<file path="src/rtl/shift_add_mult_ctrl_pkg.sv">
`default_nettype none
// ============================================================================
//  Module   : mult_pkg
//  Purpose  : Shared definitions for the iterative shift-and-add multiplier:
//             default operand width, counter width and FSM state encoding.
//  Ports    : none (package)
//  Revision : 1.0  initial release
// ============================================================================
package mult_pkg;

    localparam int WIDTH_DEFAULT = 32;
    localparam int CNT_W_DEFAULT = 6;

    localparam logic [1:0] S_IDLE = 2'd0;
    localparam logic [1:0] S_RUN  = 2'd1;
    localparam logic [1:0] S_DONE = 2'd2;

    typedef enum logic [1:0] {
        ST_IDLE = S_IDLE,
        ST_RUN  = S_RUN,
        ST_DONE = S_DONE
    } state_t;

endpackage : mult_pkg
`default_nettype wire

</file>
<file path="src/rtl/shift_add_mult_ctrl_if.sv">
`default_nettype none
// ============================================================================
//  Module   : shift_add_mult_ctrl_if
//  Purpose  : Start/done handshake and operand/result bus of the multiplier.
//  Signals  : start, multiplicand, multiplier  (requester -> multiplier)
//             ready, busy, done, product       (multiplier -> requester)
//  Modports : master = requester side, slave = multiplier side
//  Revision : 1.0  initial release
// ============================================================================
interface shift_add_mult_ctrl_if
    import mult_pkg::*;
#(
    parameter int WIDTH = WIDTH_DEFAULT
) ();

    logic                 start;
    logic [WIDTH-1:0]     multiplicand;
    logic [WIDTH-1:0]     multiplier;
    logic                 ready;
    logic                 busy;
    logic                 done;
    logic [2*WIDTH-1:0]   product;

    modport master (
        output start, multiplicand, multiplier,
        input  ready, busy, done, product
    );

    modport slave (
        input  start, multiplicand, multiplier,
        output ready, busy, done, product
    );

endinterface : shift_add_mult_ctrl_if
`default_nettype wire

</file>
<file path="src/rtl/shift_add_mult_ctrl_add_stage.sv">
`default_nettype none
// ============================================================================
//  Module   : mult_add_stage
//  Purpose  : Combinational conditional adder, sum = a + (en ? b : 0), with
//             carry-in tied to zero. The carry-out is recovered from the MSBs
//             of both addends and the sum, so only a WIDTH-bit adder is needed.
//  Ports    : a, b (in, WIDTH)  addends
//             en   (in, 1)      gates b
//             sum  (out, WIDTH) WIDTH-bit sum
//             cout (out, 1)     carry out of the MSB
//  Revision : 1.0  initial release
// ============================================================================
module mult_add_stage
    import mult_pkg::*;
#(
    parameter int WIDTH = WIDTH_DEFAULT
) (
    input  wire logic [WIDTH-1:0] a,
    input  wire logic [WIDTH-1:0] b,
    input  wire logic             en,
    output logic      [WIDTH-1:0] sum,
    output logic                  cout
);

    logic [WIDTH-1:0] w_b;

    assign w_b = en ? b : '0;
    assign sum = a + w_b;

    // Carry out: both MSBs set, or exactly one set and the sum MSB cleared
    // (the carry into the MSB must then have been 1).
    assign cout = (a[WIDTH-1] & w_b[WIDTH-1]) |
                  ((a[WIDTH-1] ^ w_b[WIDTH-1]) & ~sum[WIDTH-1]);

endmodule : mult_add_stage
`default_nettype wire

</file>
<file path="src/rtl/shift_add_mult_ctrl.sv">
`default_nettype none
// ============================================================================
//  Module   : shift_add_mult_ctrl
//  Purpose  : Iterative unsigned multiplier sequencer (MULTU path). One
//             shared adder is reused over WIDTH cycles (shift-and-add).
//  Ports    : clk   (in)  rising-edge clock
//             reset (in)  asynchronous active-high reset
//             bus   (slave modport of shift_add_mult_ctrl_if):
//               start/multiplicand/multiplier in; ready/busy/done/product out
//  Timing   : start accepted at edge E0, done high in the cycle after E_WIDTH,
//             one operation every WIDTH+2 cycles with start held high.
//  Revision : 1.0  initial release
// ============================================================================
module shift_add_mult_ctrl
    import mult_pkg::*;
#(
    parameter int WIDTH = WIDTH_DEFAULT,
    parameter int CNT_W = CNT_W_DEFAULT
) (
    input  wire logic              clk,
    input  wire logic              reset,
    shift_add_mult_ctrl_if.slave   bus
);

    localparam logic [CNT_W-1:0] c_last_count = CNT_W'(WIDTH - 1);

    state_t              r_state;
    state_t              w_state_next;
    logic [CNT_W-1:0]    r_count;
    logic [WIDTH-1:0]    r_m;        // multiplicand
    logic [WIDTH-1:0]    r_q;        // multiplier, shifted out LSB first
    logic [WIDTH-1:0]    r_h;        // running high half of the product
    logic [2*WIDTH-1:0]  r_product;

    logic                w_ready;
    logic                w_busy;
    logic                w_done;
    logic [WIDTH-1:0]    w_sum;
    logic                w_cout;
    logic [WIDTH-1:0]    w_h_next;
    logic [WIDTH-1:0]    w_q_next;

    mult_add_stage #(
        .WIDTH (WIDTH)
    ) u_add_stage (
        .a    (r_h),
        .b    (r_m),
        .en   (r_q[0]),
        .sum  (w_sum),
        .cout (w_cout)
    );

    // {H,Q} <= {cout, sum, Q[W-1:1]}: the carry lands directly in the H MSB,
    // so no separate carry register has to survive between iterations.
    assign w_h_next = {w_cout, w_sum[WIDTH-1:1]};
    assign w_q_next = {w_sum[0], r_q[WIDTH-1:1]};

    // Next state and state-decoded outputs (no input-to-output path).
    always_comb begin
        w_state_next = r_state;
        w_ready      = 1'b0;
        w_busy       = 1'b0;
        w_done       = 1'b0;
        case (r_state)
            ST_IDLE: begin
                w_ready = 1'b1;
                if (bus.start) begin
                    w_state_next = ST_RUN;
                end
            end
            ST_RUN: begin
                w_busy = 1'b1;
                if (r_count == c_last_count) begin
                    w_state_next = ST_DONE;
                end
            end
            ST_DONE: begin
                w_done       = 1'b1;
                w_state_next = ST_IDLE;
            end
            default: begin
                w_state_next = ST_IDLE;
            end
        endcase
    end

    always_ff @(posedge clk or posedge reset) begin
        if (reset) begin
            r_state   <= ST_IDLE;
            r_count   <= '0;
            r_m       <= '0;
            r_q       <= '0;
            r_h       <= '0;
            r_product <= '0;
        end else begin
            r_state <= w_state_next;
            case (r_state)
                ST_IDLE: begin
                    if (bus.start) begin
                        r_m     <= bus.multiplicand;
                        r_q     <= bus.multiplier;
                        r_h     <= '0;
                        r_count <= '0;
                    end
                end
                ST_RUN: begin
                    r_h     <= w_h_next;
                    r_q     <= w_q_next;
                    r_count <= r_count + 1'b1;
                    // Product is published from this cycle's adder result so
                    // it is already valid while done is high.
                    if (r_count == c_last_count) begin
                        r_product <= {w_h_next, w_q_next};
                    end
                end
                default: begin
                end
            endcase
        end
    end

    assign bus.ready   = w_ready;
    assign bus.busy    = w_busy;
    assign bus.done    = w_done;
    assign bus.product = r_product;

endmodule : shift_add_mult_ctrl
`default_nettype wire

</file>
<file path="src/flat_wrapper.sv">
// flat-port wrapper written by rule: the top's interface ports become plain ports
module shift_add_mult_ctrl_flat import mult_pkg::*;
#(
    parameter int WIDTH = WIDTH_DEFAULT,
    parameter int CNT_W = CNT_W_DEFAULT
)
  (clk, reset, bus_start, bus_multiplicand, bus_multiplier, bus_ready, bus_busy, bus_done, bus_product);
  shift_add_mult_ctrl_if #(.WIDTH(WIDTH)) bus_i ();
  input  wire logic clk;
  input  wire logic reset;
  input wire logic [$bits(bus_i.start)-1:0] bus_start;
  input wire logic [$bits(bus_i.multiplicand)-1:0] bus_multiplicand;
  input wire logic [$bits(bus_i.multiplier)-1:0] bus_multiplier;
  output wire logic [$bits(bus_i.ready)-1:0] bus_ready;
  output wire logic [$bits(bus_i.busy)-1:0] bus_busy;
  output wire logic [$bits(bus_i.done)-1:0] bus_done;
  output wire logic [$bits(bus_i.product)-1:0] bus_product;
  assign bus_i.start = bus_start;
  assign bus_i.multiplicand = bus_multiplicand;
  assign bus_i.multiplier = bus_multiplier;
  assign bus_ready = bus_i.ready;
  assign bus_busy = bus_i.busy;
  assign bus_done = bus_i.done;
  assign bus_product = bus_i.product;
  shift_add_mult_ctrl #(.WIDTH(WIDTH), .CNT_W(CNT_W)) u_core (.clk(clk), .reset(reset), .bus(bus_i));
endmodule
</file>
<file path="config.mk">
export PLATFORM = sky130hd
export DESIGN_NAME = shift_add_mult_ctrl_flat
export DESIGN_NICKNAME = d
export VERILOG_FILES = /design/src/rtl/shift_add_mult_ctrl_pkg.sv /design/src/rtl/shift_add_mult_ctrl_if.sv /design/src/rtl/shift_add_mult_ctrl_add_stage.sv /design/src/rtl/shift_add_mult_ctrl.sv /design/src/flat_wrapper.sv
export SDC_FILE = /design/constraint.sdc
export NUM_CORES = 1
export LEC_CHECK = 0
export BUFFER_PORTS_ARGS = -buffer_cell sky130_fd_sc_hd__buf_2
export CAP_MARGIN = 20
export CORE_ASPECT_RATIO = 0.5
export CORE_MARGIN = 2
export CORE_UTILIZATION = 57
export DETAILED_ROUTE_END_ITERATION = 10
export HOLD_SLACK_MARGIN = 0.12
export PLACE_DENSITY_LB_ADDON = 0.3
export SYNTH_ARGS = -nofsm -noshare
export SYNTH_HDL_FRONTEND = slang
export SYNTH_SLANG_ARGS = --single-unit
</file>
<file path="constraint.sdc">
create_clock -name clk -period 6.9 [get_ports clk]
set_clock_uncertainty 0.15 [all_clocks]
set_input_delay 0.69 -clock clk [delete_from_list [all_inputs] [get_ports clk]]
set_output_delay 0.69 -clock clk [all_outputs]
set_load 0.1 [all_outputs]
</file>
==> results.sh <==
export IMPL_ios=134
export IMPL_ctsHtreeMaxLevel=4
export IMPL_pwr_share_comb=0.414
export IMPL_grt_max_degree=112
export IMPL_synth_seq_area_share=0.501
export IMPL_netlist_area_um2=8390
export IMPL_finalHoldViolCount=0
export IMPL_drtPass1Iterations=5
export IMPL_clock_tree_root_cell="clkbuf_16"
export IMPL_synth_fp_nets=1060
export IMPL_p_switching_w=0.00173
export IMPL_drc=0
export IMPL_yosys_area_top_type_share=0.501
export IMPL_drv_slew=0
export IMPL_synthArstFlopShare=1.00
export IMPL_clk_insertion_delay_late_ps=440
export IMPL_yosys_area_top_type="dfrtp_1"
export IMPL_dp_hpwl_um=13200
export IMPL_maxCapViolCount=0
export IMPL_die_w_um=176
export IMPL_hold_depth=3
export IMPL_seqPwrFrac=0.355
export IMPL_synth_cells=959
export IMPL_grt_pass1_wl_um=34100
export IMPL_ys_dominant_reg_cell="dfrtp_1"
export IMPL_synth_edff_count=0
export IMPL_status="finished clean"
export IMPL_drive_gt1_frac=0.175
export IMPL_yosysWarnings=0
export IMPL_wl_per_cell_um=15.8
export IMPL_min_path_type="input pin to flip-flop"
export IMPL_internal_power_w=0.00242
export IMPL_stdcell_area_um2=9790
export IMPL_ys_top_cells_by_area="dfrtp_1, nand2_1, ha_1"
export IMPL_critPathMaxFanout=33
export IMPL_period_needed_ps=4030
export IMPL_clk_pin_slew_ps=70
export IMPL_fp_dieH_um=89.8
export IMPL_num_rows=31
export IMPL_track_usage=0.267
export IMPL_yosysUniqueCellTypes=59
export IMPL_worstSetupStartpointType="flip-flop"
export IMPL_holdPathEnd="u_core.r_m[10]"
export IMPL_cp_required_ps=7080
export IMPL_finalSetupViolCount=0
export IMPL_viasPerCell=5.64
export IMPL_preCtsSetupSlack_ps=2890
export IMPL_clock_fmax_mhz=248
export IMPL_clkPwrFrac=0.231
export IMPL_place_gp_congestion=0.833
export IMPL_crit_arrival_ps=4210
export IMPL_start_util=0.582
export IMPL_num_nets_final=1164
export IMPL_regToRegEndpoint="u_core.r_h[30]"
export IMPL_pwr_density_cell_nw_per_um2=424
export IMPL_clk_path_buf_depth=2
export IMPL_reg2reg_from="u_core.r_q[0]"
export IMPL_rr_worst_depth=11
export IMPL_p_leak_nw=4.81
export IMPL_syn_mean_instance_area_um2=8.75
export IMPL_tns_ps=0
export IMPL_vdd_drop_max_uv=209
export IMPL_relSlewSlack=0.290
export IMPL_ctsResizeCount=0
export IMPL_final_antenna_net_count=0
export IMPL_cts_sinks=168
export IMPL_sw_frac_of_total=0.418
export IMPL_dieArea_um2=15800
export IMPL_rsz0062_at_grt="no"
export IMPL_num_vias=7182
export IMPL_ys_ff_latch=168
export IMPL_n_antenna_cell=0
export IMPL_finalCritPeriodShare=0.584
export IMPL_drtIter0Drc=594
export IMPL_synthMostInstantiatedCell="nand2_1"
export IMPL_tightest_slew_ps=1060
export IMPL_reg2reg_slack_ps=2870
export IMPL_cp_end_kind="flip-flop"
export IMPL_cts_inserted_buffers=17
export IMPL_first_global_vias=6928
export IMPL_port_buffers=133
export IMPL_cts_tree="built"
export IMPL_fin_ws_ps=2870
export IMPL_grt_overflow=0
export IMPL_area_growth_pct=16.6
export IMPL_worstHoldStart="bus_multiplicand[10]"
export IMPL_wirelength_um=20200
export IMPL_netlist_top_cells_count="nand2_1, dfrtp_1, nor2_1, o21ai_0, clkbuf_1"
export IMPL_critPathKind="flip-flop to flip-flop"
export IMPL_antenna_found_initial=1
export IMPL_core_area_um2=14400
export IMPL_postPlaceCellArea_um2=9140
==> per-stage QoR <==
stage / cells / power, W / hold WS, ps / util
after floorplan: 959 / 0.00277 / 288 / -
after global placement: 1240 / 0.00310 / 304 / 0.634
after detailed placement: 1240 / 0.00317 / 307 / 0.634
after CTS: 1272 / 0.00415 / 282 / 0.676
after global routing: 1274 / 0.00444 / 291 / 0.678
final: 1274 / 0.00415 / 291 / 0.678
==> power by group through the flow <==
stage	Combinational [W]	Clock (W)	Sequential (W)
floorplan	0.00131	0	0.00146
global placement	0.00163	0	0.00147
detailed placement	0.00169	0	0.00148
CTS	0.00170	0.000974	0.00147
global route	0.00191	0.00102	0.00151
finish	0.00172	0.000960	0.00147
==> what timing repair did <==
action | 4_1_cts | 5_1_grt
endpoints found under the hold margin | 0 | 8
hold buffers | 0 | 1
buffers inserted | 0 | 0
==> registers in the layout, summed over array words and instances (netlist names) <==
register	count
u_core.r_state	2
u_core.r_m	32
u_core.r_h	32
u_core.r_q	32
u_core.r_count	6
u_core.bus.product	64
==> layer usage <==
layer / track usage / wire length (µm)
met1: 0.384 / 9340
met2: 0.415 / 9260
met3: 0.0503 / 1250
met4: 0.0792 / 299
met5: 0 / 11
==> worst max path at each step <==
stage	endpoint	startpoint	slack (ps)
6_report	u_core.r_h[30]	u_core.r_q[0]	2870
5_1_grt	u_core.r_h[30]	u_core.r_q[0]	2530
2_1_floorplan	u_core.bus.product[0]	reset	1510
3_5_place_dp	u_core.r_h[30]	u_core.r_q[0]	2890
3_3_place_gp	u_core.r_h[30]	u_core.r_q[0]	3090
4_1_cts	u_core.r_h[30]	u_core.r_q[0]	2900
==> placed cells by master, fill, tap and decap left out, types with 9 or more instances in the layout <==
master / Yosys / final
nand2_1: 260 / 258
dfrtp_1: 168 / 168
buf_2: 2 / 133
ha_1: 32 / 32
a21o_1: 11 / 11
inv_1: 12 / 11
nand3_1: 32 / 32
xnor2_1: 13 / 13
nand4_1: 12 / 12
nor3_1: 9 / 9
o21ai_0: 72 / 72
a21oi_1: 38 / 38
xor2_1: 12 / 12
o21bai_1: 9 / 9
and2_1: 34 / 34
nor2_1: 86 / 86
clkbuf_16: 0 / 17
o22ai_1: 31 / 31
==> worst max-delay path: stages (launching register included) <==
cell and delay (ps):
dfrtp_1 930, and2_1 240, ha_1 330, a21oi_1 220, o21ai_0 150, a41oi_1 480, a31oi_1 130, a21oi_1 270
o21ai_0 160, a21oi_1 220, fa_1 460, o21ai_0 170
==> layout make-up <==
class,instances,area [µm²]
repair buffers,140,741
well taps,198,248
flip-flops and latches,168,4200
multi-input cells,723,3930
fillers,1202,4640
clock inverters,15,180
inverters,13,53.8
clock buffers,17,425
==> logic make-up (layout without fill, tap and decap cells) <==
kind of cell	count (synthesis)	count (layout)	synth area share
and+or+nand+nor	455	455	0.231
AOI/OAI and AO/OA	206	206	0.154
DFF	168	168	0.501
buffers and inverters	68	185	0.0316
adders and majority gates	34	34	0.0525
xor gates and xnor gates	25	25	0.0261
muxes	3	3	0.00388
No activity file was read; power rests on OpenSTA's default activity.
